## src/rtl/prach_pkg.sv

```systemverilog
// Shared constants and types for the PRACH half-band polyphase front end.
// Pure declarations: no latency, no flow control.
package prach_pkg;

  localparam int NumChannel     = 32;
  localparam int NumChannelUsed = 24;
  localparam int DataWidth      = 16;
  localparam int ChnAddrWidth   = $clog2(NumChannel);

  typedef logic [7:0]                  chn_t;
  typedef logic signed [DataWidth-1:0] sample_t;

  typedef enum logic {
    PH_EVEN = 1'b0,
    PH_ODD  = 1'b1
  } phase_t;

  localparam chn_t ChnUsedLimit = chn_t'(NumChannelUsed);
  localparam chn_t ChnLast      = chn_t'(NumChannelUsed - 1);

  function automatic logic chn_in_use(input chn_t chn);
    return chn < ChnUsedLimit;
  endfunction

endpackage

```

## src/rtl/prach_hb2_demux_if.sv

```systemverilog
// TDM sample stream in, even/odd sample pairs out; matches the half-band stage input.
// Wires only: no latency; valid-only flow, the consumer never stalls the stream.
interface prach_hb2_demux_if;
  import prach_pkg::*;

  sample_t din_dq;
  logic    din_dv;
  chn_t    din_chn;
  logic    sync_in;

  sample_t dout_dp1;
  sample_t dout_dp2;
  logic    dout_dv;
  chn_t    dout_chn;
  logic    sync_out;
  logic    err_pulse;

  modport master (
    output din_dq, din_dv, din_chn, sync_in,
    input  dout_dp1, dout_dp2, dout_dv, dout_chn, sync_out, err_pulse
  );

  modport slave (
    input  din_dq, din_dv, din_chn, sync_in,
    output dout_dp1, dout_dp2, dout_dv, dout_chn, sync_out, err_pulse
  );

endinterface

```

## src/rtl/prach_tdm_ram.sv

```systemverilog
// Per-channel sample hold store: simple dual-port RAM, read data registered (1 cycle).
// No flow control; a read and a write to the same address never coincide by construction.
module prach_tdm_ram #(
  parameter  int Depth     = 32,
  parameter  int Width     = 16,
  localparam int AddrWidth = $clog2(Depth)
) (
  input  logic                 clk,
  input  logic                 wr_en,
  input  logic [AddrWidth-1:0] wr_addr,
  input  logic [Width-1:0]     wr_data,
  input  logic                 rd_en,
  input  logic [AddrWidth-1:0] rd_addr,
  output logic [Width-1:0]     rd_data
);

  logic [Width-1:0] mem [Depth];

  always_ff @(posedge clk) begin
    if (wr_en) begin
      mem[wr_addr] <= wr_data;
    end
    if (rd_en) begin
      rd_data <= mem[rd_addr];
    end
  end

endmodule

```

## src/rtl/prach_hb2_demux.sv

```systemverilog
// Pairs each channel's x[2n]/x[2n+1] from the TDM stream for the half-band decimator.
// Latency 2 cycles (RAM read, output register); accepts a sample every cycle, no backpressure.
module prach_hb2_demux
  import prach_pkg::*;
(
  input  logic                   clk,
  input  logic                   rst,
  prach_hb2_demux_if.slave       bus
);

  phase_t phase;
  phase_t phase_nxt;
  phase_t eff_phase;

  logic [NumChannel-1:0]   flag;
  logic [ChnAddrWidth-1:0] addr;
  logic                    accept;
  logic                    is_last;
  logic                    wr_en;
  logic                    rd_en;
  logic                    err_now;

  logic                    s1_vld;
  logic                    s1_err;
  chn_t                    s1_chn;
  sample_t                 s1_dp2;
  logic [DataWidth-1:0]    ram_rd;
  logic                    sync_pending;

  assign accept  = bus.din_dv && chn_in_use(bus.din_chn);
  assign addr    = bus.din_chn[ChnAddrWidth-1:0];
  assign is_last = (bus.din_chn == ChnLast);

  // A qualified sync forces its own sample to the even phase.
  assign eff_phase = bus.sync_in ? PH_EVEN : phase;

  always_ff @(posedge clk) begin
    if (rst) begin
      phase <= PH_EVEN;
    end else begin
      phase <= phase_nxt;
    end
  end

  always_comb begin
    phase_nxt = phase;
    wr_en     = 1'b0;
    rd_en     = 1'b0;
    err_now   = 1'b0;
    if (accept) begin
      if (bus.sync_in) begin
        phase_nxt = is_last ? PH_ODD : PH_EVEN;
      end else if (is_last) begin
        phase_nxt = (phase == PH_EVEN) ? PH_ODD : PH_EVEN;
      end
      if (eff_phase == PH_EVEN) begin
        wr_en   = 1'b1;
        err_now = flag[addr];
      end else begin
        rd_en   = flag[addr];
        err_now = !flag[addr];
      end
    end
  end

  always_ff @(posedge clk) begin
    if (rst) begin
      flag <= '0;
    end else if (wr_en) begin
      flag[addr] <= 1'b1;
    end else if (rd_en) begin
      flag[addr] <= 1'b0;
    end
  end

  prach_tdm_ram #(
    .Depth (NumChannel),
    .Width (DataWidth)
  ) u_ram (
    .clk     (clk),
    .wr_en   (wr_en),
    .wr_addr (addr),
    .wr_data (bus.din_dq),
    .rd_en   (rd_en),
    .rd_addr (addr),
    .rd_data (ram_rd)
  );

  // Stage 1 runs alongside the RAM read so the odd sample lines up with its partner.
  always_ff @(posedge clk) begin
    if (rst) begin
      s1_vld <= 1'b0;
      s1_err <= 1'b0;
      s1_chn <= '0;
      s1_dp2 <= '0;
    end else begin
      s1_vld <= rd_en;
      s1_err <= err_now;
      if (rd_en) begin
        s1_chn <= bus.din_chn;
        s1_dp2 <= bus.din_dq;
      end
    end
  end

  // A new sync wins over a same-cycle clear so it is never lost.
  always_ff @(posedge clk) begin
    if (rst) begin
      sync_pending <= 1'b0;
    end else if (accept && bus.sync_in) begin
      sync_pending <= 1'b1;
    end else if (s1_vld) begin
      sync_pending <= 1'b0;
    end
  end

  always_ff @(posedge clk) begin
    if (rst) begin
      bus.dout_dv   <= 1'b0;
      bus.dout_dp1  <= '0;
      bus.dout_dp2  <= '0;
      bus.dout_chn  <= '0;
      bus.sync_out  <= 1'b0;
      bus.err_pulse <= 1'b0;
    end else begin
      bus.dout_dv   <= s1_vld;
      bus.sync_out  <= s1_vld && sync_pending;
      bus.err_pulse <= s1_err;
      if (s1_vld) begin
        bus.dout_dp1 <= sample_t'(ram_rd);
        bus.dout_dp2 <= s1_dp2;
        bus.dout_chn <= s1_chn;
      end
    end
  end

endmodule

```

## src/flat_wrapper.sv

```systemverilog
// flat-port wrapper written by rule: the top's interface ports become plain ports
module prach_hb2_demux_flat import prach_pkg::*;
  (clk, rst, bus_din_dq, bus_din_dv, bus_din_chn, bus_sync_in, bus_dout_dp1, bus_dout_dp2, bus_dout_dv, bus_dout_chn, bus_sync_out, bus_err_pulse);
  prach_hb2_demux_if bus_i ();
  input  logic clk;
  input  logic rst;
  input wire logic [$bits(bus_i.din_dq)-1:0] bus_din_dq;
  input wire logic [$bits(bus_i.din_dv)-1:0] bus_din_dv;
  input wire logic [$bits(bus_i.din_chn)-1:0] bus_din_chn;
  input wire logic [$bits(bus_i.sync_in)-1:0] bus_sync_in;
  output wire logic [$bits(bus_i.dout_dp1)-1:0] bus_dout_dp1;
  output wire logic [$bits(bus_i.dout_dp2)-1:0] bus_dout_dp2;
  output wire logic [$bits(bus_i.dout_dv)-1:0] bus_dout_dv;
  output wire logic [$bits(bus_i.dout_chn)-1:0] bus_dout_chn;
  output wire logic [$bits(bus_i.sync_out)-1:0] bus_sync_out;
  output wire logic [$bits(bus_i.err_pulse)-1:0] bus_err_pulse;
  assign bus_i.din_dq = bus_din_dq;
  assign bus_i.din_dv = bus_din_dv;
  assign bus_i.din_chn = bus_din_chn;
  assign bus_i.sync_in = bus_sync_in;
  assign bus_dout_dp1 = bus_i.dout_dp1;
  assign bus_dout_dp2 = bus_i.dout_dp2;
  assign bus_dout_dv = bus_i.dout_dv;
  assign bus_dout_chn = bus_i.dout_chn;
  assign bus_sync_out = bus_i.sync_out;
  assign bus_err_pulse = bus_i.err_pulse;
  prach_hb2_demux u_core (.clk(clk), .rst(rst), .bus(bus_i));
endmodule
```

## config.mk

```make
export PLATFORM = sky130hd
export DESIGN_NAME = prach_hb2_demux_flat
export DESIGN_NICKNAME = d
export VERILOG_FILES = /design/src/rtl/prach_pkg.sv /design/src/rtl/prach_hb2_demux_if.sv /design/src/rtl/prach_tdm_ram.sv /design/src/rtl/prach_hb2_demux.sv /design/src/flat_wrapper.sv
export SDC_FILE = /design/constraint.sdc
export NUM_CORES = 1
export LEC_CHECK = 0
export ABC_CLOCK_PERIOD_IN_PS = 2600
export BUFFER_PORTS_ARGS = -buffer_cell sky130_fd_sc_hd__buf_2
export CAP_MARGIN = 25
export CORE_MARGIN = 2
export CORE_UTILIZATION = 50
export CTS_CLUSTER_DIAMETER = 60
export CTS_CLUSTER_SIZE = 25
export DETAILED_ROUTE_END_ITERATION = 8
export PLACE_DENSITY = 0.69
export SYNTH_ARGS = -nofsm -noshare
export SYNTH_HDL_FRONTEND = slang
export SYNTH_SLANG_ARGS = --single-unit
```

## constraint.sdc

```tcl
create_clock -name clk -period 2.6 [get_ports clk]
set_clock_uncertainty 0.05 [all_clocks]
set_input_delay 0.13 -clock clk [delete_from_list [all_inputs] [get_ports clk]]
set_output_delay 0.13 -clock clk [all_outputs]
set_load 0.05 [all_outputs]
```

# Word-level counts from Yosys, hierarchy flattened

Memory sizes are Yosys's and may differ from the RTL's. A register that Yosys moved wholly into a read port is not among the register bits.
Cells that the tools add are included.

Equal/unequal tests: 1
Reductions and logical operators: 10
$lt $le $gt $ge: 3
Bitwise logic cells: 4
Muxes and demuxes: 20

Operator list:

| kind                                                                                | number |
|---|---|
| 32-bit two-way mux                                                                  | 2 |
| 32-bit bitwise AND                                                                  | 1 |
| 32-bit NOT                                                                          | 1 |
| 32-bit OR                                                                           | 1 |
| 1-bit two-way mux                                                                   | 16 |
| 8-bit by 5-bit == test with 1-bit output, second input constant                     | 1 |
| 8-bit by 5-bit less-than comparator with 1-bit output, second input constant        | 1 |
| 5-bit by 6-bit less-than comparator with 1-bit output, second input constant        | 1 |
| 2-bit nonzero test                                                                  | 3 |
| 1-bit binary-select mux with 5-bit select                                           | 1 |
| 1-bit demux with 5-bit select                                                       | 1 |
| 5-bit by 1-bit greater-or-equal comparator with 1-bit output, second input constant | 1 |
| 1-bit logical AND                                                                   | 4 |
| 2-bit AND reduction                                                                 | 1 |
| 2-bit OR reduction                                                                  | 1 |
| 1-bit zero test                                                                     | 1 |
| 1-bit NOT                                                                           | 1 |

Output and inout bits: 43
Word-level logic and storage cells: 52
Input bits: 28
Memories: 1
Register bits after elaboration: 103
Memory bits (writable): 512

Memory list:

| memory           | words | bits a word | read ports | clocked after Yosys merged registers in | write ports | line                | text |
|---|---|---|---|---|---|---|---|
| u_core.u_ram.mem | 32    | 16          | 1          | 1                                       | 1           | prach_tdm_ram.sv:17 | `logic [Width-1:0] mem [Depth];` |

# Logic depth before layout (Yosys ltp)

Depth after elaboration: 8
Depth in mapped cells: 13
Depth with buffers taken out: 9

# Hierarchy

Synthesis repeated with hierarchy kept, for this count alone.

Cell total of the unflattened synthesis: 1541
Area, all modules: 24623.6 µm²

Modules (own cells, without submodules):

| module          | cells an instance | area an instance (µm²) | sequential area each (µm²) | times used |
|---|---|---|---|---|
| prach_tdm_ram   | 1143              | 20696.1                | 15855.2                    | 1 |
| prach_hb2_demux | 398               | 3927.5                 | 2062.0                     | 1 |

# Worst setup path before layout

Ideal clock, no wire load.

Kind: input-to-reg
Start point: in bus_din_chn[0]
End point: reg u_core.u_ram.rd_data[0] (read register of u_core.u_ram.mem), enable pin
Arrival: 2244 ps
Stages: 10
Path slack: -43 ps
Buffers on the path: 3
Setup time: 350 ps
Data required time: 2200 ps
Cells stage by stage: or4b_2 > buf_2 > buf_2 > o22ai_1 > nor4_1 > nand2_1 > ha_1 > nand3_1 > inv_2 > buf_2

Longest elaborated chain between the ends: 4

RTL lines:

| element                                   | line                  | text |
|---|---|---|
| start, declared                           | flat_wrapper.sv:9     | `input wire logic [$bits(bus_i.din_chn)-1:0] bus_din_chn;` |
| 1-bit binary-select mux with 5-bit select | prach_hb2_demux.sv:60 | `rd_en = flag[addr];` |
| 1-bit two-way mux (implied by the code)   | prach_hb2_demux.sv:60 |  |
| 1-bit two-way mux                         | prach_hb2_demux.sv:56 | `if (eff_phase == PH_EVEN) begin` |
| 1-bit two-way mux (*)                     | prach_hb2_demux.sv:50 | `if (accept) begin` |
| net u_core.rd_en                          | prach_hb2_demux.sv:20 | `logic rd_en;` |
| end, declared                             | prach_tdm_ram.sv:14   | `output logic [Width-1:0] rd_data` |

Mark *: on every way through the listed nets, which the timed path passes. The rest lies on a longest branch. The select of a mux whose other input is x is not followed.
A chain may end at the register's enable or synchronous reset.

==> out/results.txt <==
Xor/xnor share of the synthesized area: 0%
Area added between synthesis and finish: 15.2%
Critical Path, Cell by Cell: dlygate4sd3_1 -> buf_2 -> or4b_2 -> o22ai_1 -> nor4_1 -> nand2_1 -> ha_1 -> nand4_1 -> o21ai_0 -> o21ai_0
Flip-flop and latch count after synthesis: 631
Final routed wire length divided by cell count: 22.3 um
Top-area cell type share of the netlist area: 66.0%
Async set-or-reset flop fraction in the synthesized netlist: 0%
HPWL Detailed: 32,400 um
Final min period: 2.47 ns
Top cell type by total area after synthesis: edfxtp_1
Die height: 223 um
CTS Sinks: 631
Cell family contributing the most delay on the critical path: simple AND/OR/NAND/NOR gates
Area of the core: 0.0475 sq mm
Number of enable-type register cells in the synthesized netlist: 528
Total number of vias: 13,500
Mux contribution to synthesized area: 13.0%
Post-Layout Inst Area: 0.0277 sq mm
Area after DPL: 0.0262 sq mm
First-pass iteration count of the detailed router: 5
Length in cells of the worst reg-to-reg path: 9
Setup slack of the critical path after layout: 0.126 ns
Count of antenna-violating nets left after detailed routing: 0
Total routing usage reported by global routing: 21.4%
Worst path depth: 10
Total grt overflow: 0
Horizontal extent of the die: 223 um
Data arrival time at the worst-slack endpoint: 2.88 ns
Timing-limited maximum frequency: 404 MHz
Avg Synthesized Cell Area: 16.1 sq um
Number of ports placed on the die boundary: 71
Buffering stage count on the worst path with inverters included: 2
Leading cell types in the layout, fill and taps excluded: edfxtp_1 (528), mux2i_1 (312), o22ai_1 (136)
Clock slew at the register clock pins of the worst setup and hold paths: 0.08 ns
Maximum fanout along the worst path: 16
Delay of the slowest cell on the worst path: 0.70 ns
Predominant post-synthesis flop cell: edfxtp_1
Setup Crit Path Kind: input port to flop
Clock tree root driver cell: clkbuf_16
Cell variety after synth: 41
RD Place Congestion: 0.963
Number of max-slew violations in the final report: 0
Largest net degree at the start of global routing: 106
Cell at the slowest stage of the critical path: or4b_2
Relative slew slack: 50.6%
Post-placement setup slack: 0.105 ns
Most common library cell in the layout ignoring fill and taps: edfxtp_1
Starting Density: 50.5%
Buffers from clock root to sink, at most: 3
Share of synthesized cell area in full adder, half adder and majority cells: 0.0521%
Launch point of the critical path: bus_din_chn[0]
Path class of the lowest-slack min-delay path: input port to flop
Clock buffers created by TritonCTS: 38
Share of synthesized cell area in and, or, nand and nor gates: 5.38%
Static leakage power: 0.0100 uW
Layout cells sized above 1: 13.6%
Total Negative Setup Slacks: 0 ns
Complex-gate fraction of the synthesized area: 5.08%
Most area-consuming cells after synthesis: edfxtp_1 (66%), mux2i_1 (13%), dfxtp_1 (8.6%)
Summed instance area of the synthesized netlist: 0.0240 sq mm
Sum of routed wire length over all layers: 53,100 um
Startpoint of the worst hold path: bus_din_dq[10]
Status: completed
Critical Path End Type: flop
Via count of the first global-routing pass: 13,100
Combinational family with the most area after synthesis: multiplexers
Filler Cell Count: 3,591
Antenna violations before repair: 0
Row count: 80
Maximum VDD drop: 0.380 mV
Count of instances resized after the clock tree is built: 0
Worst Tran Pin Value: 0.741 ns
Number of buffers inserted by port buffering: 70
Wire length of the first global-routing pass: 79,600 um
Unrepaired setup endpoints after global routing: false
Count of synthesis-stage warnings from yosys: 0
Number of H-tree branching levels: 2
Number of hold violations in the final report: 0
Power density over cell area: 681 mW/mm^2
Register-to-register path setup slack: 0.43 ns
Total Nets Final: 1,770
Clock insertion delay at the later pin of the skew report: 0.59 ns
Crit path launch type: input port
Gate count after technology mapping: 1,494
Violation count after the first detailed-route iteration: 1,372
Share of the core filled with cells in the final layout: 58.2%
Most common cell on crit path: o21ai_0
Part of the Yosys area used for sequential elements: 74.6%
Total of endpoints with negative setup slack in the final report: 0
Final worst path period share: 95.2%
Clock tree from TritonCTS: yes
Die ar.: 0.0498 sq mm
Average vias per placed instance: 5.67
MaxCap Viol Count: 0
Required arrival time at the worst endpoint: 3.01 ns
Count of unresolved DRC violations after routing: 0
[worst reg2reg max path: cells and delay by family (launching register included)]
kind | cells | cell delay, ns
simple gates | 3 | 0.58
compound gates | 3 | 0.39
flops | 1 | 0.33
fa+ha+maj | 1 | 0.28
buf+inv | 1 | 0.27
mux | 1 | 0.20
[through the flow]
step	total power (uW)	cells	hold WS [ns]
after floorplan	11900	1621	0.179
after global placement	12300	2305	0.355
after detailed placement	12300	2305	0.366
after global routing	19400	2383	0.0410
after CTS	19000	2379	0.00454
final	18800	2384	0.0313
[final cells by class]
class / count / area, sq um / share of cell area (%)
clock inverters: 23 / 292 / 1.05
flip-flops and latches: 631 / 17900 / 64.8
clock buffers: 44 / 1060 / 3.83
diodes: 1 / 2.50 / 0.00905
multi-input cells: 891 / 6140 / 22.2
inverters: 8 / 30.0 / 0.109
repair buffers: 171 / 1450 / 5.24
well taps: 615 / 769 / 2.78
[Yosys cell counts, types with 2 or more instances]
cell       instances
or3b_1             2
nand2_1           64
clkbuf_1          35
buf_2             48
edfxtp_1         528
or3b_2             2
nor3b_1            4
or3_1              6
nand3_1            4
a21oi_1           29
nand4bb_1          6
o21ai_1            6
nor2b_1           31
dfxtp_1          103
o21ai_0           36
buf_4              3
or4b_1             3
nor4_1            34
o22ai_1          136
mux2i_1          312
nand4b_1           4
nand4_1            5
and2_1             3
inv_1              7
clkbuf_2           2
nor2_1            62
nand3b_1           2
buf_1              3
or2_2              2
[registers in the layout, indices dropped and copies added, names as in the netlist, named ones only]
name	flops
u_core.u_ram.mem	512
u_core.bus.dout_dp1	16
u_core.bus.dout_dp2	16
u_core.s1_dp2	16
u_core.u_ram.rd_data	16
u_core.bus.dout_chn	8
u_core.s1_chn	8
u_core.bus.dout_dv	1
u_core.bus.err_pulse	1
u_core.bus.sync_out	1
u_core.phase	1
u_core.s1_err	1
u_core.s1_vld	1
u_core.sync_pending	1
[worst min-delay path by stage]
stage                                             endpoint  slack, ns  cells past startpoint
after CTS                    u_core.s1_chn[3]$_SDFFE_PP0P_      0.005                      4
after detailed placement  u_core.sync_pending$_SDFFE_PP0P_       0.37                      3
after global placement    u_core.sync_pending$_SDFFE_PP0P_       0.36                      3
after floorplan           u_core.u_ram.mem[0][0]$_DFFE_PP_       0.18                      0
final                       u_core.s1_dp2[10]$_SDFFE_PP0P_       0.03                      3
after global routing         u_core.s1_dp2[9]$_SDFFE_PP0P_       0.04                      3
[power breakdown]
part	internal [uW]	total (uW)	switching, uW	leakage (uW)
clock	3290	6770	3480	0.000654
combinational	317	903	586	0.00371
sequential	11100	11200	44.2	0.00568
total	14700	18800	4110	0.0100
[routing by layer]
layer,share of wire [%],wire [um],track usage [%],up-vias
li1,-,-,-,6157
met1,43,22700,29.2,6823
met2,48,25500,35.5,440
met3,6.4,3400,3.58,90
met4,2.8,1470,6.67,0
met5,0,0,0,-
[logic make-up (layout without fill, tap and decap cells)]
kind of cell	after synthesis	after routing
DFF	631	631
muxes	312	312
and+or+nand+nor	241	241
AOI/OAI and AO/OA	209	209
buffers and inverters	99	246
adders and majority gates	1	1
other	1	129
[timing repair]
action | 4_1_cts | 5_1_grt
buffers inserted | 0 | 2
hold buffers | 7 | 1
setup endpoints to repair | 0 | 5
endpoints found under the hold margin | 7 | 14
Note: power is estimated with default switching activity, not from simulation.
